===== src/rtl/seg_pkg.sv =====
// Shared definitions for the multiplexed 7-segment scan controller:
// segment bit order, hex glyph table and pin polarity helpers.
package seg_pkg;

    localparam int SEG_A = 6;
    localparam int SEG_B = 5;
    localparam int SEG_C = 4;
    localparam int SEG_D = 3;
    localparam int SEG_E = 2;
    localparam int SEG_F = 1;
    localparam int SEG_G = 0;

    // Active-high {a,b,c,d,e,f,g} patterns for 0..9, A, b, C, d, E, F
    localparam logic [6:0] GLYPHS [16] = '{
        7'h7E, 7'h30, 7'h6D, 7'h79, 7'h33, 7'h5B, 7'h5F, 7'h70,
        7'h7F, 7'h7B, 7'h77, 7'h1F, 7'h4E, 7'h3D, 7'h4F, 7'h47
    };

    function automatic logic [6:0] pol_seg(input logic [6:0] value, input logic act_low);
        pol_seg = value ^ {7{act_low}};
    endfunction

    function automatic logic pol_bit(input logic value, input logic act_low);
        pol_bit = value ^ act_low;
    endfunction

endpackage


===== src/rtl/seg_hex_decode.sv =====
// Combinational hex nibble to active-high 7-segment glyph lookup.
module seg_hex_decode
    import seg_pkg::*;
(
    input  logic [3:0] nibble,
    output logic [6:0] glyph
);

    // Glyph table lookup
    always_comb begin
        glyph = GLYPHS[nibble];
    end

endmodule


===== src/rtl/seg_scan_ctrl.sv =====
// Multiplexed common-anode 7-segment scan controller with double-buffered
// digit data, per-digit blink/dp, PWM brightness and leading-zero blanking.
module seg_scan_ctrl
    import seg_pkg::*;
#(
    parameter int NDIG         = 4,
    parameter int SCAN_DIV     = 50000,
    parameter int BRT_W        = 3,
    parameter int BLINK_FRAMES = 64,
    parameter bit ACT_LOW      = 1'b1
) (
    input  logic                clk,
    input  logic                rst_n,
    input  logic [4*NDIG-1:0]   din,
    input  logic [NDIG-1:0]     dp_in,
    input  logic [NDIG-1:0]     blink_en,
    input  logic                lz_en,
    input  logic [BRT_W-1:0]    brightness,
    input  logic                load,
    output logic                load_ack,
    output logic                frame_start,
    output logic [6:0]          seg,
    output logic [NDIG-1:0]     an,
    output logic                dp
);

    localparam int SW   = $clog2(SCAN_DIV);
    localparam int IW   = $clog2(NDIG);
    localparam int BW   = $clog2(BLINK_FRAMES + 1);
    localparam int UNIT = SCAN_DIV >> BRT_W;
    localparam logic [SW-1:0] SLOT_LAST  = SW'(SCAN_DIV - 1);
    localparam logic [SW-1:0] SLOT_PRE   = SW'(SCAN_DIV - 2);
    localparam logic [IW-1:0] IDX_LAST   = IW'(NDIG - 1);
    localparam logic [BW-1:0] BLINK_LAST = BW'(BLINK_FRAMES - 1);

    logic [SW-1:0]      slot_cnt_r;
    logic [IW-1:0]      idx_r;
    logic [BW-1:0]      blink_cnt_r;
    logic               blink_phase_r;
    logic               frame_start_r;
    logic [4*NDIG-1:0]  sh_data_r;
    logic [NDIG-1:0]    sh_dp_r;
    logic [NDIG-1:0]    sh_blink_r;
    logic [6:0]         seg_r;
    logic [NDIG-1:0]    an_r;
    logic               dp_r;

    logic               slot_end_s;
    logic               capture_s;
    logic [SW:0]        on_raw_s;
    logic [SW-1:0]      on_time_s;
    logic               lit_s;
    logic               zero_run_s;
    logic [NDIG-1:0]    blank_s;
    logic [4*NDIG-1:0]  nib_shift_s;
    logic [3:0]         nib_s;
    logic               blank_sel_s;
    logic [6:0]         glyph_s;
    logic [NDIG-1:0]    an_act_s;

    assign slot_end_s  = (slot_cnt_r == SLOT_LAST);
    assign capture_s   = frame_start_r & load;
    assign load_ack    = capture_s;
    assign frame_start = frame_start_r;
    assign seg         = seg_r;
    assign an          = an_r;
    assign dp          = dp_r;

    // Slot and digit scan counters; frame_start is decoded one cycle early so it is a flop
    always_ff @(posedge clk or negedge rst_n) begin
        if (!rst_n) begin
            slot_cnt_r    <= '0;
            idx_r         <= '0;
            frame_start_r <= 1'b0;
        end else begin
            if (slot_end_s) begin
                slot_cnt_r <= '0;
                idx_r      <= (idx_r == IDX_LAST) ? '0 : idx_r + 1'b1;
            end else begin
                slot_cnt_r <= slot_cnt_r + 1'b1;
            end
            frame_start_r <= (slot_cnt_r == SLOT_PRE) && (idx_r == IDX_LAST);
        end
    end

    // Frame-rate blink divider
    always_ff @(posedge clk or negedge rst_n) begin
        if (!rst_n) begin
            blink_cnt_r   <= '0;
            blink_phase_r <= 1'b0;
        end else if (frame_start_r) begin
            if (blink_cnt_r == BLINK_LAST) begin
                blink_cnt_r   <= '0;
                blink_phase_r <= ~blink_phase_r;
            end else begin
                blink_cnt_r <= blink_cnt_r + 1'b1;
            end
        end else begin
            blink_cnt_r <= blink_cnt_r;
        end
    end

    // Shadow registers only change on a frame boundary so a frame is never torn
    always_ff @(posedge clk or negedge rst_n) begin
        if (!rst_n) begin
            sh_data_r  <= '0;
            sh_dp_r    <= '0;
            sh_blink_r <= '0;
        end else if (capture_s) begin
            sh_data_r  <= din;
            sh_dp_r    <= dp_in;
            sh_blink_r <= blink_en;
        end else begin
            sh_data_r  <= sh_data_r;
        end
    end

    // On-time window, leading-zero mask and the anode/segment selection for the current slot
    always_comb begin
        on_raw_s = (SW+1)'((int'(brightness) + 1) * UNIT);
        if (on_raw_s > {1'b0, SLOT_LAST}) begin
            on_time_s = SLOT_LAST;
        end else begin
            on_time_s = on_raw_s[SW-1:0];
        end
        lit_s = (slot_cnt_r != '0) && (slot_cnt_r <= on_time_s);

        blank_s    = '0;
        zero_run_s = lz_en;
        for (int i = NDIG - 1; i >= 1; i--) begin
            zero_run_s = zero_run_s && (sh_data_r[4*i +: 4] == 4'h0);
            blank_s[i] = zero_run_s;
        end

        nib_shift_s = sh_data_r >> {idx_r, 2'b00};
        nib_s       = nib_shift_s[3:0];
        blank_sel_s = blank_s[idx_r];

        an_act_s        = '0;
        an_act_s[idx_r] = lit_s & ~blank_sel_s & ~(blink_phase_r & sh_blink_r[idx_r]);
    end

    seg_hex_decode u_dec (
        .nibble (nib_s),
        .glyph  (glyph_s)
    );

    // Registered pin drivers with polarity applied
    always_ff @(posedge clk or negedge rst_n) begin
        if (!rst_n) begin
            seg_r <= pol_seg(7'h00, ACT_LOW);
            an_r  <= {NDIG{ACT_LOW}};
            dp_r  <= pol_bit(1'b0, ACT_LOW);
        end else begin
            seg_r <= pol_seg(glyph_s, ACT_LOW);
            an_r  <= an_act_s ^ {NDIG{ACT_LOW}};
            dp_r  <= pol_bit(sh_dp_r[idx_r] & ~blank_sel_s, ACT_LOW);
        end
    end

endmodule


===== config.mk =====
export PLATFORM = sky130hd
export DESIGN_NAME = seg_scan_ctrl
export DESIGN_NICKNAME = d
export VERILOG_FILES = /design/src/rtl/seg_pkg.sv /design/src/rtl/seg_hex_decode.sv /design/src/rtl/seg_scan_ctrl.sv
export SDC_FILE = /design/constraint.sdc
export NUM_CORES = 1
export LEC_CHECK = 0
export ABC_AREA = 1
export CORE_MARGIN = 2
export CORE_UTILIZATION = 37
export DETAILED_ROUTE_END_ITERATION = 10
export DONT_BUFFER_PORTS = 1
export GPL_TIMING_DRIVEN = 0
export PLACE_DENSITY = 0.59
export SYNTH_ARGS = -nofsm -noshare
export SYNTH_HDL_FRONTEND = slang
export SYNTH_SLANG_ARGS = --single-unit

===== constraint.sdc =====
create_clock -name clk -period 3.2 [get_ports clk]
set_input_delay 0.64 -clock clk [delete_from_list [all_inputs] [get_ports clk]]
set_output_delay 0.64 -clock clk [all_outputs]
set_load 0.03 [all_outputs]

Yosys cells after proc, flatten, opt, wreduce, memory -nomap -nowiden
Memories as Yosys holds them, arrays and structs flattened.
Index checks and enable logic that the tools add are counted.
{"block": "word_totals", "n_memories": 1, "inputBits": 31, "elab_cells": 65, "rom_bits": 112, "output_inout_bits": 14, "ff_bits": 63}
{"name": "(name not given)", "depth": 16, "word_bits": 7, "read_ports": 1, "rd_clocked_by_memory_dff": 0, "wr": 0, "line": "seg_hex_decode.sv:11", "rtl": "glyph = GLYPHS[nibble];"}
{"block": "op_classes", "n_eq_ne": 4, "mul": 1, "n_lt_le_gt_ge": 5, "reduce_logical": 11, "addsub": 4, "bitwise": 13, "mux": 14, "n_shift": 1}
{"cell": "$eq 16x16->1 const B", "n": 2}
{"cell": "$mux 16", "n": 2}
{"cell": "$mux 7", "n": 3}
{"cell": "$gt 17x16->1 const B", "n": 1}
{"cell": "$add 16x1->16 const B", "n": 1}
{"cell": "$le 16x16->1", "n": 1}
{"cell": "$mul 4x12->16 const B", "n": 1}
{"cell": "$reduce_bool 16->1", "n": 1}
{"cell": "$shr 16x4->4", "n": 1}
{"cell": "$logic_not 4->1", "n": 3}
{"cell": "$add 7x1->7 const B", "n": 1}
{"cell": "$eq 7x6->1 const B", "n": 1}
{"cell": "$not 7->7", "n": 1}
{"cell": "$bmux 1 s2", "n": 3}
{"cell": "$logic_and 1x1->1", "n": 6}
{"cell": "$and 1x1->1", "n": 5}
{"cell": "$ge 5x5->1 const B", "n": 1}
{"cell": "$not 4->5", "n": 1}
{"cell": "$add 3x1->4 const B", "n": 1}
{"cell": "$and 4x4->4", "n": 1}
{"cell": "$mux 1", "n": 4}
{"cell": "$not 1->1", "n": 4}
{"cell": "$not 4->4", "n": 1}
{"cell": "$lt 2x3->1 const B", "n": 1}
{"cell": "other kinds (6)", "n": 6}

Longest topological paths before layout
Gate-level depths: netlist of run 1.
{"block": "logic_depth", "word_depth": 11, "ltp_mapped": 26, "ltp_nobuf": 25}

Modules after synthesis
Synthesis of run 1 repeated with hierarchy kept, for this count alone.
{"block": "unflattened", "cells_unflattened": 542, "hier_area_um2": 4149.0}
{"mod": "seg_scan_ctrl", "seq_area_each_um2": 1591.5, "area_each_um2": 3878.7, "cells_each": 490, "instances": 1}
{"mod": "seg_hex_decode", "seq_area_each_um2": 0.0, "area_each_um2": 270.3, "cells_each": 52, "instances": 1}

Worst setup path after synthesis of run 1
OpenSTA, ideal clock, no wires.
{"block": "synth_path", "path_type": "in2reg", "startpoint": "in brightness[0]", "endpoint": "reg an_r[0], in the netlist an[0]", "required_time_ps": 3115, "path_slack_ps": -373, "path_stages": 22, "setup_ps": 85, "path_buffers": 0, "arrival_time_ps": 3488, "path_cell_list": "ha_1 > xnor2_1 > inv_1 > ha_1 > ha_1 > ha_1 > nand2_1 > nor2_1 > nand2_1 > nand2_1 > nand2_1 > nand2_1 > nand2_1 > a21oi_1 > nor2_1 > ha_1 > a21oi_1 > o21ai_0 > nor2_1 > nand2_1 > nand2_1 > nand3_1"}
{"block": "synth_via", "elab_chain_len": 10}
{"element": "start, declared", "line": "seg_scan_ctrl.sv:18", "rtl": "input logic [BRT_W-1:0] brightness,"}
{"element": "$add 3x1->4 *", "line": "seg_scan_ctrl.sv:120", "rtl": "on_raw_s = (SW+1)'((int'(brightness) + 1) * UNIT);"}
{"element": "$mul 4x12->16 *", "line": "seg_scan_ctrl.sv:120"}
{"element": "$gt 17x16->1", "line": "seg_scan_ctrl.sv:121", "rtl": "if (on_raw_s > {1'b0, SLOT_LAST}) begin"}
{"element": "$mux 16 *", "line": "seg_scan_ctrl.sv:121"}
{"element": "$le 16x16->1 *", "line": "seg_scan_ctrl.sv:126", "rtl": "lit_s = (slot_cnt_r != '0) && (slot_cnt_r <= on_time_s);"}
{"element": "$logic_and 1x1->1 *", "line": "seg_scan_ctrl.sv:126"}
{"element": "$and 1x1->1 * (2 in series)", "line": "seg_scan_ctrl.sv:140", "rtl": "an_act_s[idx_r] = lit_s & ~blank_sel_s & ~(blink_phase_r & sh_blink_r[idx_r]);"}
{"element": "$and 4x4->4 (no line) *"}
{"element": "$not 4->4 (no line) *"}
{"element": "end signal, assigned", "line": "seg_scan_ctrl.sv:152", "rtl": "an_r <= {NDIG{ACT_LOW}};"}
{"element": "end signal, assigned", "line": "seg_scan_ctrl.sv:156", "rtl": "an_r <= an_act_s ^ {NDIG{ACT_LOW}};"}
{"element": "end, declared", "line": "seg_scan_ctrl.sv:45", "rtl": "logic [NDIG-1:0] an_r;"}
Mark *: on every way between the ends. The rest lies on a longest branch, timed or not.
A chain may end at the register's enable or synchronous reset.

Worst setup path in the final report of run 1
{"block": "layout_path", "startpoint": "in brightness[0]", "endpoint": "reg an_r[1], in the netlist an[1]"}
Same word-level chain as after synthesis.

==> results of run 1 <==
cells in the mapped netlist (all sizes together), types with 10 or more instances:
cell type	n	area [um^2]
nor2	41	166.4
inv	60	230.2
nor3	14	116.4
xor2	10	87.58
ha	46	575.6
dfstp	12	315.3
nand2	152	593.1
nand3	21	105.1
dfrtp	51	1276
o21ai	38	205.2
buf	10	70.06
a21oi	26	145.2
per-stage QoR:
| step | power (mW) | utilization (%) | setup TNS, ns |
|---|---|---|---|
| detailed placement | 1.025 | 40.34 | -2.660 |
| global placement | 1.014 | 40.34 | -2.295 |
| finish | 1.703 | 43.78 | -0.2590 |
| global route | 1.803 | 43.78 | -1.111 |
| floorplan | 0.9826 | - | -0.7699 |
| CTS | 1.707 | 43.07 | -0.5017 |
power by group through the flow:
stage,Combinational [mW],Sequential [mW],Clock [mW]
after CTS,0.247,0.797,0.663
after global placement,0.202,0.812,0
after detailed placement,0.213,0.812,0
after global routing,0.304,0.797,0.702
after floorplan,0.171,0.812,0
final,0.265,0.797,0.641
worst max-delay path, cell delays in order:
cell	delay (ns)
clkinvlp_4	0.08
ha_4	0.29
ha_4	0.14
xor2_2	0.12
inv_1	0.06
ha_2	0.16
a21o_1	0.18
ha_4	0.28
nand2_2	0.05
nor2_1	0.08
nand2_1	0.06
nand2_2	0.08
nand2_2	0.07
nand2_2	0.07
nand2_2	0.06
a21oi_2	0.11
nor2_1	0.05
ha_1	0.32
nand4_1	0.15
nor2_2	0.18
nand3_1	0.10
nand2_2	0.14
nand3_2	0.09
cell type report:
| class | count | area [um^2] | area share, % |
|---|---|---|---|
| Timing Repair Buffer | 9 | 87.58 | 1.846 |
| Multi-Input combinational cell | 379 | 2387 | 50.30 |
| Tap cell | 140 | 175.2 | 3.691 |
| Buffer | 10 | 76.32 | 1.608 |
| Clock buffer | 12 | 155.1 | 3.269 |
| Clock inverter | 4 | 31.28 | 0.6591 |
| Sequential cell | 63 | 1592 | 33.54 |
| Inverter | 60 | 241.5 | 5.088 |
layer usage:
| layer | vias up | share of wire, % | global-route usage (%) |
|---|---|---|---|
| li1 | 1702 | - | - |
| met1 | 1529 | 48 | 22.60 |
| met2 | 65 | 47 | 26.46 |
| met3 | 14 | 3.5 | 2.845 |
| met4 | 0 | 1.9 | 6.600 |
| met5 | - | 0 | 0 |
cells by family (layout without fill, tap and decap cells):
kind of cell	after synthesis	count (layout)	synth area share (%)
AOI/OAI and AO/OA	76	76	10.73
buffers and inverters	70	95	7.312
DFF	63	63	38.76
and+or+nand+nor	243	243	26.20
xor gates and xnor gates	14	14	2.986
adders and majority gates	46	46	14.02
how the worst max path moves through the flow:
| stage | depth (start not counted) | endpoint | start | slack (ns) |
|---|---|---|---|---|
| finish | 23 | an[1] | brightness[0] | -0.07 |
| global route | 22 | an[2] | brightness[1] | -0.28 |
| CTS | 24 | an[1] | brightness[0] | -0.14 |
| detailed placement | 25 | an[2] | brightness[0] | -0.69 |
| global placement | 24 | an[2] | brightness[0] | -0.60 |
| floorplan | 24 | an[0] | brightness[0] | -0.19 |
cell usage in the layout, fill, tap and decap left out, types with 5 or more instances in the layout:
cell type,instances
nand3_1,16
o21ai_1,15
xor2_1,9
clkbuf_8,11
o21ai_0,18
dfrtp_1,51
nand2_1,139
nor2_1,36
nand4_1,7
or2_2,5
inv_2,7
nand2_2,12
a21oi_1,22
nand3_2,5
buf_4,9
ha_1,38
nor3_1,6
o21ai_2,5
inv_1,48
dfstp_2,12
ha_4,7
nor3_2,7
state kept, by name (all words and copies together) (netlist names):
| register | flops |
|---|---|
| blink_phase_r | 1 |
| idx_r | 2 |
| sh_data_r | 16 |
| dp | 1 |
| slot_cnt_r | 16 |
| sh_dp_r | 4 |
| sh_blink_r | 4 |
| seg | 7 |
| an | 4 |
| frame_start | 1 |
| blink_cnt_r | 7 |
what timing repair did:
| action | CTS | global route |
|---|---|---|
| buffers inserted | 5 | 3 |
| hold buffers | 1 | 0 |
| resized for setup | 13 | 17 |
| endpoints found under the hold margin | 51 | 0 |
| endpoints found under the setup margin | 4 | 4 |
| pin swaps | 13 | 20 |
==> out/summary.txt, run 1 <==
outcome -> finished, violations left
failing checks -> setup timing
post-placement setup slack -> -0.6857 ns
sequential element share of the synthesized area -> 38.76%
Mapped Nets -> 589
final setup fails -> 4
slew margin rel. -> 73.57%
gpl congestion -> 0.8583
layout cells sized above 1 -> 21.04%
Root Driver -> clkbuf_8
worst clock skew -> 0.008182 ns
Cell Area, Placed -> 0.004373 mm^2
Routed Antenna Nets -> 0
layout filler cell count -> 1,062
die area -> 0.01196 mm^2
total congestion overflow -> 0
H-tree levels -> 3
Startpoint Class -> input pin
Reg power frac -> 46.8%
area delta synth->final -> 15.57%
clock share of power -> 37.6%
Max Freq -> 305.8 MHz
via count -> 3,310
Most used DFF post-synth -> dfrtp_1
largest net degree at the start of global routing -> 52
crit-path max FO -> 5
Synth Warn # -> 0
Final Hold Viols -> 0
post-synthesis register bit count -> 63
PwrDens -> 358.9 mW/mm^2
clock latency on the worst-skew pair -> 0.35 ns
Max Cap Viol -> 0
Via density -> 4.889
dpl hpwl -> 6738 um
Logic pwr share -> 15.6%
Max Slew Vio Count -> 0
Final WS setup -> -0.06978 ns
Worst R2R Path Depth -> 9
unrepaired setup endpoints after global routing -> true
WL final -> 9053 um
ANT cells -> 0
row count -> 38
Clock Tree Buf Depth -> 2
routed len/inst -> 13.37 um
Pre-antenna DRT Iters -> 4
GR Util All Layers -> 16.65%
min Tclk post-route -> 3.270 ns
Iter 0 DRT Violations -> 173
Cell Area, Synth -> 0.004106 mm^2
Starting Density -> 37.88%
Die Width -> 109.4 um
Synth cell types -> 41
Finished Cell Area -> 0.004746 mm^2
worst hold slack -> 0.1317 ns
placed insts -> 652
Hold Path Class -> input pin to asynchronous set/reset pin
Setup CP Type -> input pin to flip-flop
clock slew at reported path FFs -> 0.07 ns
Die H -> 109.4 um
VDD IR max -> 260.5 uV
WP data arrival -> 3.54 ns
cell-internal power -> 1.248 mW
r2r setup slk -> 1.33 ns
CTS tree -> yes
Switch Pwr -> 0.4550 mW
drt drc -> 0
IO Port Bufs -> 0
reg2reg end -> seg[3]
NumNets Final -> 609
EDFF count, synth -> 0
Ports -> 45
first-pass GRT wire length -> 15,550 um
cts bufs inserted -> 9
initial antenna violation count -> 0
Syn Area/Cell -> 8.020 um^2
Pleak -> 2.366 nW
Slew @ Worst Pin -> 0.3965 ns
r2r startpoint -> idx_r[0]
final period utilization -> 102.2%
Sink Count -> 63
fraction of registers with async set/reset -> 100.0%
Core ar. -> 0.01084 mm^2
Switching Share -> 26.72%
Cell Count, Final, Fillers Out -> 677
WP data required -> 3.47 ns
Syn Inst Count -> 512
Crit. End Element -> flip-flop
vias in the first global route -> 3,285
Power figures use the tool's default switching activity.
==> run 2: changes to the inputs <==
Settings changed: SETUP_SLACK_MARGIN from default to 0.15.
==> results of run 2 <==
Same layout as run 1: the final DEF is identical, and so are final timing and power.
==> run 3: changes to the inputs <==
Settings changed: CORE_MARGIN 2 to 5.
Clock period 3.2 ns to 4 ns, I/O delays scaled along.
==> run 3 against run 2 <==
- the run now ends clean
- setup slack better by 0.44 ns
- worst hold slack better by 0.019 ns
- design area is 1.9% lower
- core utilization is 0.82 points lower
- sequential power is 20% lower
- routed wire length is 1.2% lower
- register-to-register slack better by 0.87 ns
- count of clock-buffer cells in the layout is 1 lower
- critical endpoint is now an[2]
==> out/summary.txt, run 3 (synthesis gave the netlist of run 1 again) <==
outcome -> finished, final reports clean (was finished, violations left)
Worst path slowest cell -> ha_1 (unchanged)
worst clock skew -> 0.008160 ns (was 0.008182 ns)
Starting Density -> 37.88% (unchanged)
Final WS setup -> 0.3708 ns (was -0.06978 ns)
H-tree levels -> 3 (unchanged)
largest net degree at the start of global routing -> 64 (was 52)
gpl congestion -> 0.8972 (was 0.8583)
final setup fails -> 0 (was 4)
min Tclk post-route -> 3.629 ns
dpl hpwl -> 6817 um (was 6738 um)
vias in the first global route -> 3,226 (was 3,285)
Hold Path Class -> input pin to asynchronous set/reset pin (unchanged)
Die Width -> 115.4 um (was 109.4 um)
Sink Count -> 63 (unchanged)
Pleak -> 2.353 nW (was 2.366 nW)
total congestion overflow -> 0 (unchanged)
Crit. End Element -> flip-flop (unchanged)
Via density -> 4.913 (was 4.889)
WL final -> 8944 um (was 9053 um)
clock slew at reported path FFs -> 0.07 ns (about the same)
via count -> 3,316 (was 3,310)
leading cell type in the layout, fill and taps excluded -> nand2_1 (unchanged)
final period utilization -> 90.73%
drt drc -> 0 (unchanged)
layout filler cell count -> 1,093 (was 1,062)
area taken by multi-input logic gates -> 0.002301 mm^2 (was 0.002387 mm^2)
row count -> 38 (unchanged)
Iter 0 DRT Violations -> 127 (was 173)
clock latency on the worst-skew pair -> 0.34 ns (was 0.35 ns)
WP data arrival -> 3.89 ns (was 3.54 ns)
cts bufs inserted -> 9 (unchanged)
crit path cell chain -> clkinvlp_4 > ha_4 > ha_2 > xor2_1 > inv_1 > ha_1 > a21o_1 > ha_4 > nand2_1 > nor2_1 > nand2_1 > nand2_2 > nand2_1 > nand2_1 > nand2_1 > a21oi_1 > nor2_1 > ha_1 > a21oi_2 > o21ai_0 > nor2_1 > nand2_1 > nand2_2 > nand3_1 (was clkinvlp_4 > ha_4 > ha_4 > xor2_2 > inv_1 > ha_2 > a21o_1 > ha_4 > nand2_2 > nor2_1 > nand2_1 > nand2_2 > nand2_2 > nand2_2 > nand2_2 > a21oi_2 > nor2_1 > ha_1 > nand4_1 > nor2_2 > nand3_1 > nand2_2 > nand3_2)
Register Area -> 0.001592 mm^2 (unchanged)
GR Util All Layers -> 13.80% (was 16.65%)
Worst path most repeated cell -> nand2_1 (was nand2_2)
Pre-antenna DRT Iters -> 4 (unchanged)
Root Driver -> clkbuf_8 (unchanged)
commonest non-fill, non-tap cells in the layout -> nand2_1, dfrtp_1, inv_1, ha_1, nor2_1 (unchanged)
Core ar. -> 0.01084 mm^2 (unchanged)
first-pass GRT wire length -> 14,690 um (was 15,550 um)
worst path buffer plus inverter count -> 2 (unchanged)
slew margin rel. -> 72.45% (was 73.57%)
Slew @ Worst Pin -> 0.4132 ns (was 0.3965 ns)
Max Freq -> 275.5 MHz
area delta synth->final -> 13.41% (was 15.57%)
ANT cells -> 0 (unchanged)
unrepaired setup endpoints after global routing -> false (was true)
slowest stage delay, CP -> 0.34 ns (was 0.32 ns)
Routed Antenna Nets -> 0 (unchanged)
crit-path max FO -> 5 (unchanged)
die area -> 0.01331 mm^2 (was 0.01196 mm^2)
Setup CP Type -> input pin to flip-flop (unchanged)
Top delay family on crit path -> adder cells (unchanged)
Final Hold Viols -> 0 (unchanged)
NumNets Final -> 607 (was 609)
Max Slew Vio Count -> 0 (unchanged)
initial antenna violation count -> 0 (unchanged)
Die H -> 115.4 um (was 109.4 um)
layout cells sized above 1 -> 17.76% (was 21.04%)
PwrDens -> 309.2 mW/mm^2 (was 358.9 mW/mm^2)
CTS tree -> yes (unchanged)
post-placement setup slack -> -0.2831 ns (was -0.6857 ns)
routed len/inst -> 13.25 um (was 13.37 um)
Clock Tree Buf Depth -> 2 (unchanged)
VDD IR max -> 190.1 uV (was 260.5 uV)
WP data required -> 4.26 ns (was 3.47 ns)
Max Cap Viol -> 0 (unchanged)
largest registers -> sh_data_r: 16 flops, slot_cnt_r: 16 flops (unchanged)
hold buffers post-CTS -> 0 (was 1)
Startpoint Class -> input pin (unchanged)
setup TNS -> 0 ns (was -0.2590 ns)
Ports -> 45 (unchanged)
IO Port Bufs -> 0 (unchanged)
==> run 3: report_power, final <==
group	switching, mW	internal [mW]	total, mW	leakage, nW
logic	0.0954	0.0895	0.185	1.45
registers	0.000214	0.638	0.638	0.792
clock network	0.249	0.368	0.617	0.110
==> run 3: metrics by stage <==
stage | cell area [um^2] | total power, mW | hold slack, ns | std cells | utilization (%)
finish | 4657 | 1.440 | 0.1511 | 675 | 42.96
global route | 4657 | 1.513 | 0.1223 | 675 | 42.96
CTS | 4526 | 1.419 | 0.1358 | 669 | 41.75
detailed placement | 4282 | 0.7983 | 0.4543 | 652 | 39.50
global placement | 4282 | 0.7891 | 0.4554 | 652 | 39.50
floorplan | 4106 | 0.7679 | 0.4355 | 512 | -
==> run 3: area by class of cell <==
class,count,area share (%)
Multi-Input combinational cell,379,49.41
Tap cell,140,3.761
Sequential cell,63,34.18
Inverter,60,5.105
Timing Repair Buffer,7,1.128
Buffer,10,1.639
Clock inverter,5,1.746
Clock buffer,11,3.036
==> run 3: final timing paths <==
| check | startpoint | end | slack [ns] | depth (start not counted) |
|---|---|---|---|---|
| hold reg to reg | blink_cnt_r[6] | blink_cnt_r[6] | 0.47 | 2 |
| max in group asynchronous | rst_n | dp | 3.65 | 0 |
| min in group clk | blink_cnt_r[6] | blink_cnt_r[6] | 0.47 | 2 |
| setup / recovery | brightness[0] | an[2] | 0.37 | 24 |
| setup reg to reg | idx_r[0] | seg[5] | 2.20 | 9 |
| hold / removal | rst_n | blink_cnt_r[0] | 0.15 | 0 |
==> run 3: routing by layer <==
metal	vias up	part of all wire [%]	global-route usage, %
li1	1691	-	-
met4	0	2.4	5.164
met5	-	0	0
met3	17	3.3	3.158
met2	59	48	21.99
met1	1549	47	18.32
==> run 3: timing repair <==
action	CTS	global route
buffers inserted	1	6
setup endpoints to repair	4	4
gates cloned	0	0
pin swaps	0	7
endpoints found under the hold margin	0	0
gates resized for setup	3	13
==> run 3: worst register-to-register path, stage by stage (launching register included) <==
cell,delay [ns]
dfrtp_1,0.42
buf_6,0.16
nand2_1,0.08
o21ai_0,0.08
o21ai_1,0.28
inv_1,0.16
ha_1,0.30
nand2_1,0.06
nand2_2,0.06
a21boi_1,0.15
